$ cat config.mk
export PLATFORM = sky130hd
export DESIGN_NAME = instr_rom_arbiter
export DESIGN_NICKNAME = d
export VERILOG_FILES = /design/src/rtl/instr_rom_arbiter.sv
export SDC_FILE = /design/constraint.sdc
export NUM_CORES = 1
export LEC_CHECK = 0
export ABC_AREA = 1
export CORE_UTILIZATION = 40
export CTS_CLUSTER_SIZE = 8
export DETAILED_ROUTE_END_ITERATION = 8
export GPL_TIMING_DRIVEN = 0
export PLACE_DENSITY = 0.77
export RECOVER_POWER = 100
export SYNTH_ARGS = -nofsm -noshare
export SYNTH_HDL_FRONTEND = slang
export SYNTH_SLANG_ARGS = --single-unit
$ cat constraint.sdc
create_clock -name clk -period 2.7 [get_ports clk]
set_input_delay 0.54 -clock clk [delete_from_list [all_inputs] [get_ports clk]]
set_output_delay 0.54 -clock clk [all_outputs]
set_load 0.01 [all_outputs]
$ cat src/rtl/instr_rom_arbiter.sv
// -----------------------------------------------------------------------------
// instr_rom_arbiter
//
// Shares one combinational-read instruction ROM port between the instruction
// fetch requester (IF) and the load/store requester (LS). It grants at most
// one access per cycle. LS has default priority. IF is forced through after
// MAX_LS_STREAK consecutive LS grants that IF spent waiting. Read data is
// registered, so every granted access returns its response exactly one cycle
// later. Misaligned or out-of-range addresses still complete in one cycle,
// with zero data and the error flag set.
//
// Ports
//   clk        in   1   clock, posedge
//   rst        in   1   asynchronous active-low reset
//   if_req     in   1   fetch request
//   if_addr    in   32  fetch byte address
//   if_gnt     out  1   fetch accepted this cycle (combinational)
//   if_flush   in   1   drop the fetch response presented this cycle
//   if_rvalid  out  1   fetch response valid
//   if_rdata   out  32  fetch data
//   if_err     out  1   fetch error, qualified by if_rvalid
//   ls_req     in   1   load request
//   ls_addr    in   32  load byte address
//   ls_gnt     out  1   load accepted this cycle (combinational)
//   ls_rvalid  out  1   load response valid
//   ls_rdata   out  32  load data
//   ls_err     out  1   load error, qualified by ls_rvalid
//   rom_addr   out  32  byte address to the ROM (0 when nothing is granted)
//   rom_rdata  in   32  ROM read data (combinational)
// -----------------------------------------------------------------------------
module instr_rom_arbiter #(
    parameter int unsigned DEPTH         = 4096,
    parameter logic [31:0] BASE_ADDR     = 32'h0000_0000,
    parameter int unsigned MAX_LS_STREAK = 4
) (
    input  logic        clk,
    input  logic        rst,
    input  logic        if_req,
    input  logic [31:0] if_addr,
    output logic        if_gnt,
    input  logic        if_flush,
    output logic        if_rvalid,
    output logic [31:0] if_rdata,
    output logic        if_err,
    input  logic        ls_req,
    input  logic [31:0] ls_addr,
    output logic        ls_gnt,
    output logic        ls_rvalid,
    output logic [31:0] ls_rdata,
    output logic        ls_err,
    output logic [31:0] rom_addr,
    input  logic [31:0] rom_rdata
);

    localparam int unsigned           STREAK_W   = $clog2(MAX_LS_STREAK + 1);
    localparam logic [STREAK_W-1:0]   STREAK_MAX = STREAK_W'(MAX_LS_STREAK);
    localparam logic [STREAK_W-1:0]   STREAK_ONE = STREAK_W'(1);
    localparam logic [31:0]           DEPTH_W    = 32'(DEPTH);

    // Address check. The offset wraps in 32-bit arithmetic, so addresses below
    // the base become huge and fail the range test.
    function automatic logic addr_err_f(input logic [31:0] addr);
        logic [31:0] off;
        off = addr - BASE_ADDR;
        return (addr[1:0] != 2'b00) || ((off >> 2) >= DEPTH_W);
    endfunction

    logic [STREAK_W-1:0] streak_r;
    logic [STREAK_W-1:0] streak_next_s;
    logic                force_if_s;
    logic                if_err_s;
    logic                ls_err_s;
    logic                if_rvalid_r;
    logic                if_err_r;
    logic [31:0]         if_rdata_r;
    logic                ls_rvalid_r;
    logic                ls_err_r;
    logic [31:0]         ls_rdata_r;

    // Arbitration: LS wins unless IF has waited out a full LS streak.
    always_comb begin
        force_if_s = 1'b0;
        if_gnt     = 1'b0;
        ls_gnt     = 1'b0;
        if (if_req && (streak_r == STREAK_MAX)) begin
            force_if_s = 1'b1;
        end else begin
            force_if_s = 1'b0;
        end
        if (ls_req && !force_if_s) begin
            ls_gnt = 1'b1;
        end else if (if_req) begin
            if_gnt = 1'b1;
        end else begin
            if_gnt = 1'b0;
            ls_gnt = 1'b0;
        end
    end

    // ROM address mux from the granted requester.
    always_comb begin
        rom_addr = 32'h0000_0000;
        if (if_gnt) begin
            rom_addr = if_addr;
        end else if (ls_gnt) begin
            rom_addr = ls_addr;
        end else begin
            rom_addr = 32'h0000_0000;
        end
    end

    // Streak bookkeeping: counts only LS grants that IF spent waiting.
    always_comb begin
        streak_next_s = streak_r;
        if (!if_req || if_gnt) begin
            streak_next_s = {STREAK_W{1'b0}};
        end else if (ls_gnt && (streak_r < STREAK_MAX)) begin
            streak_next_s = streak_r + STREAK_ONE;
        end else begin
            streak_next_s = streak_r;
        end
    end

    // Error flags for the addresses currently on the request ports.
    always_comb begin
        if_err_s = addr_err_f(if_addr);
        ls_err_s = addr_err_f(ls_addr);
    end

    // Response pipeline and streak register; rdata holds when nothing is granted.
    always_ff @(posedge clk or negedge rst) begin
        if (!rst) begin
            streak_r    <= {STREAK_W{1'b0}};
            if_rvalid_r <= 1'b0;
            if_err_r    <= 1'b0;
            if_rdata_r  <= 32'h0000_0000;
            ls_rvalid_r <= 1'b0;
            ls_err_r    <= 1'b0;
            ls_rdata_r  <= 32'h0000_0000;
        end else begin
            streak_r    <= streak_next_s;
            if_rvalid_r <= if_gnt;
            if_err_r    <= if_gnt && if_err_s;
            ls_rvalid_r <= ls_gnt;
            ls_err_r    <= ls_gnt && ls_err_s;
            if (if_gnt) begin
                if_rdata_r <= if_err_s ? 32'h0000_0000 : rom_rdata;
            end else begin
                if_rdata_r <= if_rdata_r;
            end
            if (ls_gnt) begin
                ls_rdata_r <= ls_err_s ? 32'h0000_0000 : rom_rdata;
            end else begin
                ls_rdata_r <= ls_rdata_r;
            end
        end
    end

    // A flush arriving with the fetch response suppresses it in that same cycle.
    always_comb begin
        if_rvalid = if_rvalid_r && !if_flush;
        if_err    = if_err_r && !if_flush;
        if_rdata  = if_rdata_r;
        ls_rvalid = ls_rvalid_r;
        ls_err    = ls_err_r;
        ls_rdata  = ls_rdata_r;
    end

endmodule

==> results of run 1 <==
[per-layer routing]
metal | up-vias | routed length [um] | track usage (%)
li1 | 2131 | - | -
met1 | 2073 | 5710 | 35.3
met2 | 169 | 6410 | 46.8
met3 | 24 | 894 | 5.89
met4 | 0 | 248 | 8.47
met5 | - | 0 | 0
[repair_timing]
| action | in CTS | in global routing |
|---|---|---|
| setup buffers | 4 | 1 |
| pin swaps | 0 | 1 |
| endpoints found under the setup margin | 34 | 23 |
| gates resized for setup | 44 | 70 |
[kinds of logic (layout without fill, tap and decap cells)]
kind of cell / count (synthesis) / in the layout / share of synthesized area [%]
AND/OR/NAND/NOR: 317 / 317 / 33.9
adder cells (fa/ha/maj): 2 / 2 / 0.641
AO/OA/AOI/OAI: 35 / 35 / 6.22
buffers and inverters: 128 / 350 / 13.8
flip-flops: 71 / 71 / 45.5
[where the power goes]
part           switching [W]  total (W)  internal, W
Combinational       0.000214   0.000444     0.000230
Sequential        0.00000220    0.00107      0.00107
Clock               0.000409   0.000977     0.000569
Total               0.000625    0.00249      0.00187
[sequential cells by signal (all words and copies together) (netlist names)]
name / count
if_err_r: 1
if_rdata: 32
if_rvalid_r: 1
ls_err: 1
ls_rdata: 32
ls_rvalid: 1
streak_r: 3
[worst max-delay path by stage]
stage	start	endpoint	slack, ns	cells past startpoint
after global placement	rst	ls_rdata[6]$_DFFE_PN0N_	-1.30	1
final	streak_r[0]$_DFFE_PN0P_	rom_addr[10]	0.11	8
after global routing	streak_r[0]$_DFFE_PN0P_	rom_addr[24]	-0.03	8
after CTS	streak_r[0]$_DFFE_PN0P_	rom_addr[2]	-0.05	7
after detailed placement	if_req	rom_addr[15]	-0.49	6
after floorplan	streak_r[0]$_DFFE_PN0P_	rom_addr[22]	0.76	7
[cell type report]
class | instances | area, um2 | area share, %
Buffer | 34 | 208 | 3.31
Clock buffer | 11 | 151 | 2.41
Clock inverter | 5 | 80.1 | 1.28
Inverter | 93 | 349 | 5.56
Multi-Input combinational cell | 354 | 1610 | 25.6
Sequential cell | 71 | 1780 | 28.3
Tap cell | 129 | 161 | 2.57
Timing Repair Buffer | 207 | 1950 | 31.0
[tightest hold or removal path, stage by stage (launching register included)]
cell and delay, ns:
sky130_fd_sc_hd__dfrtp_1 0.34, sky130_fd_sc_hd__nand2_1 0.05, sky130_fd_sc_hd__nand2_1 0.06
[metrics by stage]
| step | setup slack [ns] | utilization [%] | setup TNS (ns) | cell area (um2) | cells |
|---|---|---|---|---|---|
| 2_1_floorplan | 0.759 | - | 0 | 3900 | 553 |
| 6_report | 0.108 | 67.3 | 0 | 6280 | 904 |
| 3_5_place_dp | -0.492 | 65.2 | -12.94 | 6080 | 884 |
| 5_1_grt | -0.0280 | 67.3 | -0.0723 | 6280 | 904 |
| 4_1_cts | -0.0488 | 67.8 | -0.0488 | 6330 | 903 |
| 3_3_place_gp | -1.30 | 65.2 | -102.74 | 6090 | 884 |
[cell usage in the layout (no fill, tap or decap), drive strengths merged]
| master | netlist | final |
|---|---|---|
| clkdlybuf4s50 | 0 | 166 |
| bufinv | 0 | 2 |
| a22o | 15 | 15 |
| dlymetal6s2s | 0 | 2 |
| inv | 93 | 93 |
| a21oi | 1 | 1 |
| a21boi | 1 | 1 |
| nand3 | 37 | 37 |
| nor2 | 53 | 53 |
| dfrtp | 71 | 71 |
| dlygate4sd2 | 0 | 8 |
| nand4 | 33 | 33 |
| clkdlybuf4s15 | 0 | 2 |
| o21ai | 14 | 14 |
| o22ai | 4 | 4 |
| nand2 | 194 | 194 |
| clkinv | 0 | 1 |
| buf | 27 | 33 |
| clkbuf | 8 | 41 |
| clkinvlp | 0 | 2 |
| ha | 2 | 2 |
==> impl_metrics.csv, run 1 <==
group,metric,value,unit
worst_setup_path,ff2ff_setup_slack,0.92,ns
routing,drt_pre_antenna_iters,5,
layout,nFillCells,819,
synthesis,yosysTopAreaCellShare,45.5,%
routing,via_per_inst,4.86,
floorplanning,die_x,101,um
synthesis,synth-seq-area-share,45.5,%
worst_hold_path,hold_path_end,"ls_rdata[4]$_DFFE_PN0N_",
clock_network,cts_root_buf,"sky130_fd_sc_hd__clkbuf_8",
place,buffer_ports.inserted,202,
worst_setup_path,startpoint_type,"flop",
clock_network,worst_skew_pair.late_latency,0.35,ns
timing,timing.final.max_slew_violations,72,
layout,syn_to_final_growth,60.9,%
floorplanning,start_util,41.8,%
floorplanning,io_pins,203,
synthesis,synth_seq_cells,71,
worst_setup_path,path_delay_family,"buffers and inverters",
routing,totalWireLength,13300,um
synthesis,syn_inst,553,
worst_setup_path,crit_type,"flop to primary output",
place,dp.final_hpwl,10100,um
worst_hold_path,hold-path-cell-count,2,
timing,hold_fails_final_rpt,0,
layout,antennaDiodeCount,0,
routing,detail_route.drc_violations,0,
timing,final.min_clock_period,2.59,ns
clock_network,h-tree-depth,3,
global_route,grt_max_degree,72,
power_and_ir_drop,ir_drop,0.000314,V
clock_network,hold_buffers,0,
worst_setup_path,r2r_end,"if_rdata[27]$_DFFE_PN0P_",
floorplanning,die_area,0.0102,mm2
synthesis,synth.distinct_cells,18,
clock_network,clock_sinks,71,
synthesis,netlist_area_before_placement,0.00390,mm2
global_route,antenna_found_initial,0,
synthesis,synth_largest_area_cell,"sky130_fd_sc_hd__dfrtp_1",
layout,final_layout_size_suffix_gt1_share,10.2,%
worst_hold_path,worst_hold_startpoint,"ls_rdata[4]$_DFFE_PN0N_",
worst_setup_path,timing.critical_path.slowest_cell_delay,0.40,ns
place,routabilityCongestion,0.865,
synthesis,async_flop_share,100,%
floorplanning,fp.coreArea,0.00933,mm2
outcome,outcome,"complete, but fails checks",
power_and_ir_drop,power_density_cells,397,mW/mm2
routing,dr.first_iter.drc_count,217,
worst_setup_path,launching_point_of_the_worst_reg2reg_path,"streak_r[0]$_DFFE_PN0P_",
timing,clock_skew,0.00770,ns
worst_hold_path,hp-class,"flop to flop",
timing,timing.max_slew.rel_slack,-18.1,%
worst_setup_path,crit_path_cells,"inv_1 -> ha_1 -> nand2_1 -> a21boi_4 -> buf_4 -> buf_6 -> a22o_1 -> dlygate4sd2_1",
synthesis,synth_fp_nets,656,
worst_setup_path,worstPathRequired,2.16,ns
synthesis,synth_top_cells_by_area,"sky130_fd_sc_hd__dfrtp_1, sky130_fd_sc_hd__nand2_1, sky130_fd_sc_hd__inv_1, sky130_fd_sc_hd__nand4_1, sky130_fd_sc_hd__nor2_1",
global_route,track_usage,27.6,%
global_route,grt_pass1_vias,4373,
synthesis,synth_enable_flop_cells,0,
worst_setup_path,worst_ep_arrival_time,2.05,ns
floorplanning,std_cell_rows,35,
clock_network,clock_pin_slew_on_the_worst_setup_and_hold_paths,0.08,ns
global_route,first_pass_grt_wire_length,21600,um
worst_setup_path,cp_num_buf_inv,4,
global_route,globalRouteOverflowTotal,0,
timing,fin_crit_sh,96.0,%
synthesis,synth.cells.most_frequent,"sky130_fd_sc_hd__nand2_1, sky130_fd_sc_hd__inv_1, sky130_fd_sc_hd__dfrtp_1",
flow_run,maxCapViolCount,1,
timing,worst-slew-pin-transition,1.77,ns
floorplanning,die_h,101,um
clock_network,clock_path_buffers,2,
layout,fin_nets,873,
synthesis,synth.most_common_cell,"sky130_fd_sc_hd__nand2_1",
worst_setup_path,slowest_stage,"sky130_fd_sc_hd__dfrtp_1",
timing,hold_ws,0.479,ns
timing,rsz0062_at_grt,"true",
clock_network,cts_inserted_buffers,9,
outcome,violations_in_the_final_reports,"max-capacitance violations, max-slew violations",
routing,vias,4397,
timing,timing.final.setup_violations,0,
worst_setup_path,end_kind,"primary output",
synthesis,synthesis.area_per_instance,7.06,um2
clock_network,tritoncts,"yes",
synthesis,top_reg_cell_synth,"sky130_fd_sc_hd__dfrtp_1",
synthesis,synthesis.yosys.warnings,0,
worst_setup_path,timing.critical_path.fanout_max,11,
worst_setup_path,timing.reg2reg.worst_path_depth,11,
timing,fmaxAchievable,386,MHz
routing,wl_per_cell,14.7,um
power_and_ir_drop,power.total,0.00249,W
power_and_ir_drop,p_leak,3.52,nW
routing,antenna_left,0,
No activity file was read; power rests on OpenSTA's default activity.
==> inputs of run 2 (changes only) <==
Settings changed: CORE_UTILIZATION 40 to 36, CTS_BUF_LIST set to sky130_fd_sc_hd__clkbuf_4 sky130_fd_sc_hd__clkbuf_8 sky130_fd_sc_hd__clkbuf_16, PLACE_DENSITY 0.77 to 0.73.
Clock period 2.7 ns to 2.25 ns, I/O delays scaled along.
==> run 2 against run 1 <==
Compared with the run above: the flow finishes with violations (max-capacitance violations, max-slew violations, negative setup slack); clock skew fell by 0.00063 ns; die area rose by 11%; sequential share of layout area fell by 1.4 points; total power rose by 26%; register-to-register slack got worse by 0.53 ns.
==> impl_metrics.csv, run 2 (same netlist as run 1, synthesis figures left out) <==
group,metric,value,unit
power_and_ir_drop,ir_drop,0.000312,V
layout,final_common_cell,"sky130_fd_sc_hd__nand2_1",
timing,timing.max_slew.rel_slack,-18.1,%
outcome,violations_in_the_final_reports,"max-capacitance violations, max-slew violations, negative setup slack",
worst_setup_path,path_common_cell,"sky130_fd_sc_hd__buf_6",
power_and_ir_drop,p_leak,3.65,nW
worst_setup_path,startpoint_type,"flop",
power_and_ir_drop,power_density_cells,475,mW/mm2
power_and_ir_drop,p_seq_share,40.9,%
layout,most-common-layout-cells,"sky130_fd_sc_hd__nand2_1, sky130_fd_sc_hd__clkdlybuf4s50_1, sky130_fd_sc_hd__inv_1, sky130_fd_sc_hd__dfrtp_1, sky130_fd_sc_hd__nor2_1",
timing,timing.final.max_slew_violations,72,
timing,final.min_clock_period,2.30,ns
routing,totalWireLength,13600,um
worst_setup_path,slowest_stage,"sky130_fd_sc_hd__dfrtp_1",
clock_network,worst_skew_pair.late_latency,0.34,ns
floorplanning,die_h,106,um
place,dp.final_hpwl,10100,um
global_route,first_pass_grt_wire_length,21900,um
floorplanning,io_pins,203,
routing,antenna_left,0,
routing,drt_pre_antenna_iters,7,
clock_network,cts_root_buf,"sky130_fd_sc_hd__clkbuf_8",
clock_network,hold_buffers,0,
routing,dr.first_iter.drc_count,235,
worst_setup_path,crit_type,"flop to primary output",
timing,hold_fails_final_rpt,0,
routing,detail_route.drc_violations,0,
timing,clock_skew,0.00706,ns
power_and_ir_drop,power.total,0.00314,W
global_route,gr-max-usage-layer,"met2",
floorplanning,fp.coreArea,0.0104,mm2
floorplanning,std_cell_rows,37,
power_and_ir_drop,internal-power,0.00237,W
worst_setup_path,timing.critical_path.fanout_max,3,
clock_network,clock_pin_slew_on_the_worst_setup_and_hold_paths,0.08,ns
floorplanning,die_x,106,um
layout,nFillCells,958,
global_route,antenna_found_initial,0,
layout,syn_to_final_growth,69.4,%
power_and_ir_drop,power.net_switching,0.000773,W
power_and_ir_drop,net_switching_fraction_of_the_power,24.6,%
power_and_ir_drop,p_clk_share,39.9,%
timing,fin_crit_sh,102,%
layout,final_layout_size_suffix_gt1_share,15.9,%
layout,total_area_of_multi_input_combinational_cells,0.00172,mm2
flow_run,maxCapViolCount,1,
routing,wl_per_cell,14.7,um
timing,rsz0062_at_grt,"true",
worst_setup_path,worstPathRequired,1.80,ns
clock_network,clock_path_buffers,2,
worst_setup_path,worst_ep_arrival_time,1.85,ns
clock_network,cts_inserted_buffers,9,
worst_setup_path,path_delay_family,"buffers and inverters",
worst_setup_path,crit_path_cells,"inv_2 -> ha_4 -> nand2_4 -> a21boi_4 -> buf_6 -> buf_6 -> buf_6 -> a22o_1 -> buf_2",
layout,fin_nets,890,
global_route,met1_usage,31.7,%
clock_network,tritoncts,"yes",
routing,vias,4407,
outcome,outcome,"complete, but fails checks",
place,routabilityCongestion,0.871,
clock_network,h-tree-depth,3,
floorplanning,start_util,37.5,%
worst_setup_path,ff2ff_setup_slack,0.39,ns
worst_hold_path,hp-class,"flop to flop",
global_route,grt_max_degree,72,
clock_network,clock_sinks,71,
worst_setup_path,timing.critical_path.slowest_cell_delay,0.41,ns
timing,fin_ws,-0.0524,ns
routing,via_per_inst,4.75,
layout,design_area,0.00661,mm2
power_and_ir_drop,power.share.combinational,19.2,%
worst_setup_path,cp_num_buf_inv,5,
floorplanning,die_area,0.0113,mm2
timing,timing.final.setup_violations,19,
worst_setup_path,end_kind,"primary output",
timing,worst-slew-pin-transition,1.77,ns
global_route,grt_pass1_vias,4346,
layout,antennaDiodeCount,0,
global_route,globalRouteOverflowTotal,0,
place,buffer_ports.inserted,202,
timing,fmaxAchievable,434,MHz
place,placed_area,0.00609,mm2
global_route,track_usage,24.8,%
layout,seq_area,0.00178,mm2
global_route,gr-usage-met3,6.68,%
global_route,grt_util_met2,41.3,%
==> run 2: cell count changes in the layout (fill, tap and decap cells not counted), sizes merged <==
cell,before,now
clkinv,1,2
dlymetal6s2s,2,0
clkbuf,41,18
clkdlybuf4s15,2,1
clkdlybuf4s50,166,165
dlygate4sd2,8,3
clkinvlp,2,1
bufinv,2,3
buf,33,81
==> run 2: area by class of cell <==
class                           count  area share (%)
Buffer                             34            3.92
Clock buffer                       10            2.08
Clock inverter                      6            1.63
Inverter                           93            5.39
Multi-Input combinational cell    354            25.9
Sequential cell                    71            26.9
Tap cell                          136            2.57
Timing Repair Buffer              224            31.6
==> run 2: stage by stage <==
stage               hold slack, ns  setup WS, ns  instances  util (%)  TNS, ns
global route                 0.508        -0.124        928      63.5    -2.38
CTS                          0.260       -0.0727        923      62.1   -0.377
floorplan                    0.154         0.399        553         -        0
finish                       0.483       -0.0524        928      63.5   -0.434
detailed placement           0.465        -0.684        891      58.5   -20.60
global placement             0.463         -1.66        891      58.5  -138.28
==> run 2: tightest hold or removal path: cells and delay by family (launching register included) <==
kind / cells / cell delay (ns)
flip-flops: 1 / 0.34
AND/OR/NAND/NOR: 2 / 0.11
==> run 2: routing by layer <==
metal / wire length, um / up-vias
li1: - / 2175
met1: 5940 / 2067
met2: 6690 / 145
met3: 759 / 20
met4: 207 / 0
met5: 0 / -
==> run 2: timing repair <==
action	in CTS	in global routing
buffers inserted	18	5
pin swaps	7	10
resized for setup	198	23
setup endpoints to repair	34	32
==> run 2: power groups by stage <==
stage                     Sequential (W)  Clock [W]  Combinational [W]
after global placement           0.00131          0           0.000544
after floorplan                  0.00131          0           0.000190
after CTS                        0.00128    0.00128           0.000570
after detailed placement         0.00131          0           0.000551
final                            0.00128    0.00125           0.000603
after global routing             0.00128    0.00134           0.000655
==> run 2: worst paths after layout <==
path / startpoint / endpoint / cells after the start
min in group asynchronous: rst / if_rdata[22]$_DFFE_PN0P_ / 1
setup reg to reg: streak_r[1]$_DFFE_PN0P_ / ls_rdata[29]$_DFFE_PN0N_ / 9
hold / removal: ls_rdata[21]$_DFFE_PN0N_ / ls_rdata[21]$_DFFE_PN0N_ / 2
setup / recovery: streak_r[1]$_DFFE_PN0P_ / rom_addr[12] / 9
max in group asynchronous: rst / if_rdata[6]$_DFFE_PN0P_ / 1
hold reg to reg: ls_rdata[21]$_DFFE_PN0N_ / ls_rdata[21]$_DFFE_PN0N_ / 2
==> inputs of run 3 (changes only) <==
Settings changed: ABC_AREA 1 to unset, CORE_UTILIZATION 36 to 35.
==> run 3 against run 2 <==
Compared with the run above: the run still ends with max-capacitance violations, max-slew violations, negative setup slack left; register-to-register slack gained 0.22 ns; global-route usage shrank 0.72 points; core utilization shrank 3.2 points; clock skew shrank 0.0034 ns; synthesized cell count shrank 45%; critical path type unchanged; critical endpoint is now rom_addr[19].
==> impl_metrics.csv, run 3 <==
group,metric,value,unit
worst_setup_path,r2r_end,"ls_rdata[20]$_DFFE_PN0N_",
timing,worst-slew-pin-transition,1.77,ns
timing,rsz0062_at_grt,"true",
synthesis,synth.most_common_cell,"sky130_fd_sc_hd__dfrtp_1",
global_route,gr-usage-met3,4.75,%
worst_hold_path,hold_path_end,"ls_rdata[0]$_DFFE_PN0N_",
layout,syn_to_final_growth,66.2,%
outcome,violations_in_the_final_reports,"max-capacitance violations, max-slew violations, negative setup slack",
synthesis,synth_seq_cells,71,
timing,clock_skew,0.00371,ns
routing,via_per_inst,5.64,
clock_network,h-tree-depth,3,
floorplanning,die_h,103,um
clock_network,clock_sinks,71,
timing,timing.final.setup_violations,26,
place,buffer_ports.inserted,200,
worst_setup_path,startpoint_type,"flop",
layout,stdcell_count,660,
synthesis,yosysTopAreaCellShare,49.6,%
synthesis,top_reg_cell_synth,"sky130_fd_sc_hd__dfrtp_1",
synthesis,synth.distinct_cells,30,
synthesis,synth_top_cells_by_area,"sky130_fd_sc_hd__dfrtp_1, sky130_fd_sc_hd__o2bb2ai_1, sky130_fd_sc_hd__nand4_1, sky130_fd_sc_hd__a22o_1, sky130_fd_sc_hd__o2bb2ai_2",
worst_setup_path,end_kind,"primary output",
floorplanning,std_cell_rows,36,
worst_setup_path,critPathLaunch,"streak_r[1]$_DFFE_PN0P_",
synthesis,async_flop_share,100,%
place,routabilityCongestion,0.755,
layout,antennaDiodeCount,0,
global_route,grt_util_met2,43.8,%
synthesis,synthesis.yosys.warnings,0,
timing,hold_fails_final_rpt,0,
outcome,outcome,"complete, but fails checks",
floorplanning,die_area,0.0106,mm2
global_route,met1_usage,29.0,%
timing,timing.final.max_slew_violations,72,
synthesis,synth-seq-area-share,49.6,%
worst_setup_path,ff2ff_setup_slack,0.61,ns
routing,detail_route.drc_violations,0,
routing,drt_pre_antenna_iters,4,
floorplanning,io_pins,203,
floorplanning,start_util,36.3,%
worst_setup_path,timing.reg2reg.worst_path_depth,7,
timing,final.min_clock_period,2.29,ns
layout,final_common_cell,"sky130_fd_sc_hd__clkdlybuf4s50_1",
place,place_inst,636,
worst_setup_path,launching_point_of_the_worst_reg2reg_path,"streak_r[1]$_DFFE_PN0P_",
routing,antenna_left,0,
worst_setup_path,timing.critical_path.fanout_max,5,
global_route,track_usage,24.1,%
timing,fmaxAchievable,436,MHz
layout,final_util,60.3,%
synthesis,synth.cells.most_frequent,"sky130_fd_sc_hd__dfrtp_1, sky130_fd_sc_hd__nand4_1, sky130_fd_sc_hd__o2bb2ai_1",
clock_network,cts_root_buf,"sky130_fd_sc_hd__clkbuf_8",
synthesis,synth_enable_flop_cells,0,
global_route,grt_max_degree,72,
worst_hold_path,worst_hold_startpoint,"ls_req",
worst_hold_path,hp-class,"input pin to flop",
worst_setup_path,worstPathRequired,1.80,ns
layout,final_layout_size_suffix_gt1_share,20.1,%
power_and_ir_drop,p_leak,2.40,nW
power_and_ir_drop,power_density_cells,460,mW/mm2
timing,timing.max_slew.rel_slack,-17.9,%
floorplanning,fp.coreArea,0.00986,mm2
clock_network,cts_inserted_buffers,9,
global_route,grt_pass1_vias,3659,
routing,wl_per_cell,20.2,um
floorplanning,die_x,103,um
worst_setup_path,worst_ep_arrival_time,1.84,ns
synthesis,synthesis.area_per_instance,11.8,um2
synthesis,synth_fp_nets,406,
routing,dr.first_iter.drc_count,195,
timing,fin_crit_sh,102,%
synthesis,synth_largest_area_cell,"sky130_fd_sc_hd__dfrtp_1",
power_and_ir_drop,ir_drop,0.000267,V
timing,fin_ws,-0.0412,ns
synthesis,netlist_area_before_placement,0.00358,mm2
global_route,antenna_found_initial,0,
layout,fin_nets,628,
global_route,globalRouteOverflowTotal,0,
flow_run,maxCapViolCount,1,
global_route,first_pass_grt_wire_length,19200,um
clock_network,clock_path_buffers,2,
routing,vias,3721,
layout,most-common-layout-cells,"sky130_fd_sc_hd__clkdlybuf4s50_1, sky130_fd_sc_hd__dfrtp_1, sky130_fd_sc_hd__nand4_1, sky130_fd_sc_hd__o2bb2ai_1, sky130_fd_sc_hd__buf_2",
clock_network,clock_pin_slew_on_the_worst_setup_and_hold_paths,0.07,ns
global_route,gr-max-usage-layer,"met2",
clock_network,worst_skew_pair.late_latency,0.34,ns
routing,totalWireLength,13300,um
clock_network,tritoncts,"yes",
place,dp.final_hpwl,9680,um
worst_setup_path,crit_type,"flop to primary output",
synthesis,syn_inst,303,
worst_hold_path,hold-path-cell-count,3,
-- run 3: cell count changes in the layout (fill, tap and decap cells not counted), moves of 8 or more --
cell                        delta
sky130_fd_sc_hd__buf_6         -8
sky130_fd_sc_hd__clkbuf_1      +9
sky130_fd_sc_hd__nor2_1       -53
sky130_fd_sc_hd__nor4_1        +8
sky130_fd_sc_hd__inv_1        -89
sky130_fd_sc_hd__nand3_1      -36
sky130_fd_sc_hd__nand2_1     -192
sky130_fd_sc_hd__o2bb2ai_2    +11
sky130_fd_sc_hd__o21ai_2      -12
sky130_fd_sc_hd__a22o_1       +17
sky130_fd_sc_hd__nand4_1      +32
sky130_fd_sc_hd__o2bb2ai_1    +53
-- run 3: final cells by class --
type	instances	area, um2
clock buffers	12	165
inverters	4	30.0
well taps	133	166
repair buffers	211	1960
repair inverters	1	8.76
flip-flops and latches	71	1780
fillers	849	3920
plain buffers	38	234
multi-input cells	189	1600
clock inverters	1	5.00
-- run 3: where the power goes --
part           internal (W)  leakage (nW)  switching (W)
clock              0.000471        0.0902       0.000448
sequential          0.00128         0.985     0.00000222
combinational      0.000283          1.32       0.000252
total               0.00204          2.40       0.000702
-- run 3: worst max-delay path by stage --
| stage | endpoint | slack (ns) |
|---|---|---|
| 2_1_floorplan | rom_addr[23] | 0.37 |
| 3_3_place_gp | if_rdata[18]$_DFFE_PN0P_ | -1.70 |
| 3_5_place_dp | rom_addr[28] | -0.32 |
| 4_1_cts | rom_addr[20] | -0.05 |
| 5_1_grt | rom_addr[19] | -0.10 |
| 6_report | rom_addr[19] | -0.04 |
-- run 3: repair_timing --
item                                    4_1_cts  5_1_grt
endpoints found under the setup margin       34       31
pin swaps                                    25        8
buffers inserted                              5        4
gates resized for setup                     151        6
cloned                                        1        2
hold endpoints to repair                      0        0
hold buffers                                  0        0
-- run 3: stage by stage --
stage	hold slack, ns	setup TNS, ns	setup WS [ns]	instance area (um2)	total power, W
finish	0.449	-0.620	-0.0412	5950	0.00274
global route	0.450	-2.16	-0.101	5950	0.00284
CTS	0.276	-0.806	-0.0548	5880	0.00274
detailed placement	0.473	-10.39	-0.322	5750	0.00184
global placement	0.473	-128.87	-1.70	5750	0.00184
floorplan	0.154	0	0.367	3580	0.00148
-- run 3: metal layers --
layer / part of all wire (%) / vias to the layer above
li1: - / 1692
met1: 40 / 1865
met2: 51 / 149
met3: 7.4 / 15
met4: 1.5 / 0
met5: 0 / -
-- run 3: cells by family after synthesis --
family	synth area share [%]
simple gates	16.0
buf+inv	6.82
flops	49.6
mux	0.315
xor+xnor	0.245
compound gates	26.3
fa+ha+maj	0.699
-- run 3: worst max-delay path, cell delays in order (launching register included) --
cell                       delay [ns]
sky130_fd_sc_hd__dfrtp_1         0.37
sky130_fd_sc_hd__inv_2           0.06
sky130_fd_sc_hd__ha_4            0.17
sky130_fd_sc_hd__a21bo_4         0.24
sky130_fd_sc_hd__nand2_8         0.09
sky130_fd_sc_hd__clkinv_8        0.07
sky130_fd_sc_hd__buf_8           0.13
sky130_fd_sc_hd__a22o_1          0.23
sky130_fd_sc_hd__buf_2           0.14
